**src/rtl/delay_timer.sv**
```systemverilog
// delay_timer: three-level nested up-counter delay generator.
// Loads preloads from d_mem, counts to 255 per level, pulses done.
module delay_timer #(
  parameter logic [7:0] BASE_ADDR = 8'd0
) (
  input  logic       clk,
  input  logic       rst,
  input  logic       start,
  input  logic       stop,
  input  logic [7:0] data,
  output logic [7:0] address,
  output logic       busy,
  output logic       done
);

  typedef enum logic [2:0] {
    IDLE,
    LOAD0,
    LOAD1,
    LOAD2,
    RUN,
    DONE
  } state_t;

  state_t state;
  state_t state_nxt;

  logic [7:0] p0, p1, p2;
  logic [7:0] c0, c1, c2;
  logic       all_max;

  assign all_max = (c0 == 8'hFF) &&
                   (c1 == 8'hFF) &&
                   (c2 == 8'hFF);

  // State register
  always_ff @(posedge clk or posedge rst) begin
    if (rst) state <= IDLE;
    else     state <= state_nxt;
  end

  // Next state and state-decoded outputs; stop overrides everything
  always_comb begin
    state_nxt = state;
    address   = BASE_ADDR;
    busy      = 1'b0;
    done      = 1'b0;
    unique case (state)
      IDLE: begin
        if (start) state_nxt = LOAD0;
      end
      LOAD0: begin
        busy      = 1'b1;
        state_nxt = LOAD1;
      end
      LOAD1: begin
        address   = BASE_ADDR + 8'd1;
        busy      = 1'b1;
        state_nxt = LOAD2;
      end
      LOAD2: begin
        address   = BASE_ADDR + 8'd2;
        busy      = 1'b1;
        state_nxt = RUN;
      end
      RUN: begin
        busy = 1'b1;
        if (all_max) state_nxt = DONE;
      end
      DONE: begin
        done      = 1'b1;
        state_nxt = IDLE;
      end
      default: state_nxt = IDLE;
    endcase
    if (stop) state_nxt = IDLE;
  end

  // Preload capture and nested counting; everything holds on stop
  always_ff @(posedge clk or posedge rst) begin
    if (rst) begin
      p0 <= 8'd0;
      p1 <= 8'd0;
      p2 <= 8'd0;
      c0 <= 8'd0;
      c1 <= 8'd0;
      c2 <= 8'd0;
    end else if (!stop) begin
      unique case (state)
        LOAD0: begin
          p0 <= data;
          c0 <= data;
        end
        LOAD1: begin
          p1 <= data;
          c1 <= data;
        end
        LOAD2: begin
          p2 <= data;
          c2 <= data;
        end
        RUN: begin
          if (!all_max) begin
            if (c0 != 8'hFF) begin
              c0 <= c0 + 8'd1;
            end else begin
              c0 <= p0;
              if (c1 != 8'hFF) begin
                c1 <= c1 + 8'd1;
              end else begin
                c1 <= p1;
                if (c2 != 8'hFF) c2 <= c2 + 8'd1;
                else             c2 <= p2;
              end
            end
          end
        end
        default: ;
      endcase
    end
  end

endmodule

```
**config.mk**
```make
export PLATFORM = sky130hd
export DESIGN_NAME = delay_timer
export DESIGN_NICKNAME = d
export VERILOG_FILES = /design/src/rtl/delay_timer.sv
export SDC_FILE = /design/constraint.sdc
export NUM_CORES = 1
export LEC_CHECK = 0
export ABC_AREA = 1
export CORE_MARGIN = 2
export CORE_UTILIZATION = 60
export DETAILED_ROUTE_END_ITERATION = 6
export PLACE_DENSITY = 0.83
export SETUP_SLACK_MARGIN = 0.15
export SYNTH_ARGS = -nofsm -noshare
export SYNTH_HDL_FRONTEND = slang
export SYNTH_SLANG_ARGS = --single-unit
export TNS_END_PERCENT = 100
```
**constraint.sdc**
```tcl
create_clock -name clk -period 3.72 [get_ports clk]
set_input_delay 0.372 -clock clk [delete_from_list [all_inputs] [get_ports clk]]
set_output_delay 0.372 -clock clk [all_outputs]
set_load 0.01 [all_outputs]
```
==> Yosys cells after proc, flatten, opt, wreduce, memory -nomap -nowiden <==
Cells that the tools add are included.
{ "totals": {"reg_bits": 51, "in_bits": 12, "out_inout_bits": 10, "wordCells": 60} }
{ "classes": {"n_addsub": 3, "eq_ne": 16, "mux": 19, "bitwise": 1, "reduce_logical": 14} }
{ "op_table": {"columns": ["cell", "n"], "rows": [
  ["8-bit 2-to-1 mux", 9],
  ["8-bit one-hot mux with 2 select lines", 3],
  ["8-bit by 1-bit adder with 8-bit output, second input constant", 3],
  ["8-bit == test, second input constant", 3],
  ["8-bit != test, second input constant", 3],
  ["3-bit one-hot mux with 5 select lines", 1],
  ["3-bit 2-to-1 mux", 3],
  ["2-bit AND reduction", 4],
  ["3-bit by 2-bit == test with 1-bit output, second input constant", 2],
  ["3-bit == test, second input constant", 2],
  ["2-bit != test, second input constant", 3],
  ["3-bit != test, second input constant", 2],
  ["2-bit nonzero test", 3],
  ["5-bit AND reduction", 1],
  ["2-bit one-hot mux with 2 select lines", 1],
  ["4-bit AND reduction", 1],
  ["4-bit OR reduction", 1],
  ["3-bit by 1-bit == test with 1-bit output, second input constant", 1],
  ["3-bit zero test", 1],
  ["3-bit AND reduction", 1],
  ["1-bit logical AND", 2],
  ["1-bit 2-to-1 mux", 2],
  ["1-bit NOT", 1]
]} }

==> Depth between registers and ports, before layout <==
{ "logic_depth": {"ltp_word": 6, "depth_mapped": 11, "mapped_depth_nobuf": 11} }

==> Worst setup path before layout <==
OpenSTA, ideal clock, no wires.
{ "synth_path": {"path_kind": "reg-to-reg", "startpoint": "reg c2[0]", "endpoint": "reg c2[5]", "setup_ns": 0.116, "arrival_ns": 1.423, "required_ns": 3.604, "slack_ns": 2.181, "stages_incl_launch_ff": 11, "path_buffers": 1, "synth_period_minus_slack_ns": 1.539, "cell_sequence": "dfrtp_1 > ha_1 > nand3_1 > inv_1 > nand2_1 > buf_2 > or2_2 > nand3_1 > nand2_1 > nand2_1 > nand2_1"} }
{ "synth_between": {"elab_chain_len": 6, "word_cells_on_any_way": 11, "cone_classes": "add/sub (1); eq/ne (3); mux (5); reduce/logical (2)"} }
{ "synth_lines": {"columns": ["element", "line_no", "source"], "rows": [
  ["from (decl)", "29", "logic [7:0] c0, c1, c2;"],
  ["from (signal assigned)", "100", "c2 <= data;"],
  ["from (signal assigned)", "112", "if (c2 != 8'hFF) c2 <= c2 + 8'd1;"],
  ["from (signal assigned)", "113", "else c2 <= p2;"],
  ["8-bit by 1-bit adder with 8-bit output / 8-bit != test (equally long branches)", "112", null],
  ["8-bit 2-to-1 mux", "112", null],
  ["8-bit 2-to-1 mux", "108", "if (c1 != 8'hFF) begin"],
  ["8-bit 2-to-1 mux", "104", "if (c0 != 8'hFF) begin"],
  ["8-bit 2-to-1 mux", "103", "if (!all_max) begin"],
  ["8-bit one-hot mux with 2 select lines", "89", "unique case (state)"]
]} }
Several ways; a longest one is shown, not always the timed one. The select of a mux whose other input is x is not followed.
A chain may end at the register's enable or synchronous reset.

==> Worst setup path after layout <==
{ "layout_path": {"startpoint": "reg state[0]", "endpoint": "out busy"} }
{ "layout_between": {"elab_chain_len": 3, "word_cells_on_any_way": 6, "cone_classes": "eq/ne (4); mux (1); reduce/logical (1)"} }
{ "layout_lines": {"columns": ["element", "line_no", "source"], "rows": [
  ["from (decl)", "25", "state_t state;"],
  ["from (signal assigned)", "39", "else state <= state_nxt;"],
  ["3-bit == test, or another cell as far along", "48", "unique case (state)"],
  ["4-bit OR reduction (no line) *", null, null],
  ["1-bit 2-to-1 mux *", "48", null],
  ["to (decl)", "12", "output logic busy,"]
]} }
Mark *: on every way between the ends. The rest lies on a longest branch, timed or not.

==> results.yml <==
synth:
  yosysMostFrequentCell: "nand2_1"
  synthesis.instances: 425
  synth_edf_count: 0
  post_synth_xor_area_fraction: 0.00579
  synthSimpleGateAreaFrac: 0.352
  synth_compound_area_frac: 0.113
  synth_ff_type: "dfrtp_1"
  synth_cell_types: 33
  avgSynthCellArea_um2: 7.12
  yosysTopAreaCell: "dfrtp_1"
  syn_area_um2: 3030
  synth_top_area_frac: 0.422
  synth_adder_area_share: 0.0124
  yosys-top-cells-area: "dfrtp_1 42%, nand2_1 20%, o21ai_0 6.9%, inv_1 5.3%, nor2_1 3.7%"
  ys_seq_area_frac: 0.422
  synthMuxAreaShare: 0
  async_reset_ff_frac: 1.00
  synth_common_cells: "163 x nand2_1, 51 x dfrtp_1, 43 x inv_1, 42 x o21ai_0, 30 x nor2_1"
  synth-seq-cells: 51
  yosys_warnings: 0
  synth_top_family_by_area: "simple AND/OR/NAND/NOR gates"
timing:
  final_max_slew_viol_count: 0
  tns_ns: 0
  setup_viol: 0
  rsz0062_at_grt: "false"
  skew_ns: 0.00659
  max_freq_mhz: 426
  tightest_slew_ns: 1.05
  worst_slack_ns: 1.37
  fin_crit_sh: 0.631
  min_period_ns: 2.35
  relSlewSlack: 0.298
  final-hold-violation-count: 0
routing:
  wl_um: 7180
  firstDrtPassIters: 5
  wire_per_inst_um: 14.2
  first_iter_violations: 314
  drtAntennaViolNets: 0
  viasPerCell: 5.55
  drc: 0
  num_vias: 2803
critical_path:
  path_cells: "nor2_2 > nand2_2 > nand2_1 > inv_1 > o21ai_0 > clkdlybuf4s50_1"
  critPathMaxFanout: 10
  worstPathArrival_ns: 1.98
  max_stage_delay_ns: 0.55
  crit_required_ns: 3.35
  cp-end-kind: "output port"
  crit_path_top_delay_cell: "clkdlybuf4s50_1"
  crit_family: "buffers and inverters"
  crit_type: "reg2out"
  startpoint_type: "flip-flop"
  worst-path-buf-inv: 2
global_routing:
  grt_pass1_vias: 2538
  groute.usage.overall: 0.287
  overflow: 0
  grt_max_degree: 52
  grt_pass1_wl_um: 11900
  antenna_found_initial: 0
clock_network:
  cts_num_sinks: 51
  cts_made_buffers: 5
  cts_hold_buf: 0
  cts_max_level: 2
  cts_tree: "done"
  clk_pin_slew_worst_paths_ns: 0.10
  cts_root_buffer: "clkbuf_8"
  cts_setup_buffers: 0
  cts_resized: 0
  insertion_delay_ns: 0.32
  cts_buffer_depth: 2
floorplanning:
  start_util: 0.632
  rows: 25
  core_um2: 4790
  die_h_um: 75.0
  dieWidth_um: 75.0
  top_level_ports: 22
  die-area_um2: 5630
placed_design:
  dpl-instance-area_um2: 3160
  portBuffers: 15
  dp_hpwl_um: 5170
  gp_congestion: 0.910
  pre_cts_ws_ns: 1.64
hold_path:
  hold_class: "reg2reg"
cells_and_area:
  antenna_cells: 0
  fill_cells: 436
  syn_to_final_growth_pct: 8.44
  drive_above_1_share: 0.0662
  regArea_um2: 1280
  fin_nets: 452
  multiInputGateArea_um2: 1480
  stdcell_area_um2: 3280
flow_run:
  cap_violations: 0
power:
  power_leakage_nw: 1.68
  irDropWorstVdd_mv: 0.314
  power_density_nw_per_um2: 629
outcome:
  outcome: "finished, final reports clean"
layout by cell type (no fill, tap or decap), types with 6 or more instances in the layout:
cell             count
clkdlybuf4s50_1     15
nor2_1              30
nand3_1             22
nand4_1              7
dfrtp_1             51
a21oi_1              8
o21ai_0             42
nand2_1            163
conb_1               6
inv_1               42
routing by layer:
metal  part of all wire  vias to the layer above  global-route usage
li1                   -                     1361                   -
met1               0.44                     1314               0.408
met2               0.46                      116               0.439
met3              0.074                       12              0.0469
met4              0.019                        0               0.117
met5                  0                        -                   0
power breakdown:
part / total, W / internal (W) / switching (W) / leakage (nW)
sequential: 0.00104 / 0.000801 / 0.000239 / 0.640
clock: 0.000408 / 0.000204 / 0.000204 / 0.0587
combinational: 0.000614 / 0.000249 / 0.000365 / 0.985
worst reg2reg max path: cells and delay by family (launching register included):
family / cells / cell delay [ns]
flops: 1 / 0.42
fa+ha+maj: 1 / 0.24
buf+inv: 2 / 0.23
simple gates: 7 / 1.15
flip-flops by register name (all words and copies together), names as in the netlist:
name   flops
p1         8
c0         8
p0         8
state      3
p2         8
c1         8
c2         8
metrics by stage:
step	util	instances	power [W]	hold WS, ns
6_report	0.685	505	0.00206	0.497
5_1_grt	0.685	505	0.00222	0.521
4_1_cts	0.685	505	0.00205	0.499
3_5_place_dp	0.661	497	0.00165	0.473
3_3_place_gp	0.661	497	0.00162	0.466
2_1_floorplan	-	430	0.00147	0.444
area by class of cell:
cell class / count / share of cell area
clock buffer: 5 / 0.0210
clock inverter: 3 / 0.0145
inverter: 45 / 0.0523
multi-input combinational: 319 / 0.452
sequential: 51 / 0.389
tap: 67 / 0.0256
timing repair buffer: 15 / 0.0458
cells by family (layout without fill, tap and decap cells):
logic type      count (synthesis)  count (layout)
compound gates                 64              64
simple gates                  244             244
flops                          51              51
fa+ha+maj                       3               3
xor+xnor                        2               2
buf+inv                        60              68
other cells                     1               6
path summary, 6_finish.rpt:
| kind | start | end | slack, ns | depth (start not counted) |
|---|---|---|---|---|
| setup / recovery | state[0]$_DFFE_PP0P_ | busy | 1.37 | 6 |
| hold / removal | p0[2]$_DFFE_PP0P_ | p0[2]$_DFFE_PP0P_ | 0.50 | 2 |
| setup reg to reg | c2[0]$_DFFE_PP0P_ | c1[5]$_DFFE_PP0P_ | 1.62 | 10 |
| hold reg to reg | p0[2]$_DFFE_PP0P_ | p0[2]$_DFFE_PP0P_ | 0.50 | 2 |
| max in group asynchronous | rst | c2[7]$_DFFE_PP0P_ | 2.45 | 2 |
| min in group asynchronous | rst | c2[4]$_DFFE_PP0P_ | 0.63 | 2 |
No activity file was read; power rests on OpenSTA's default activity.
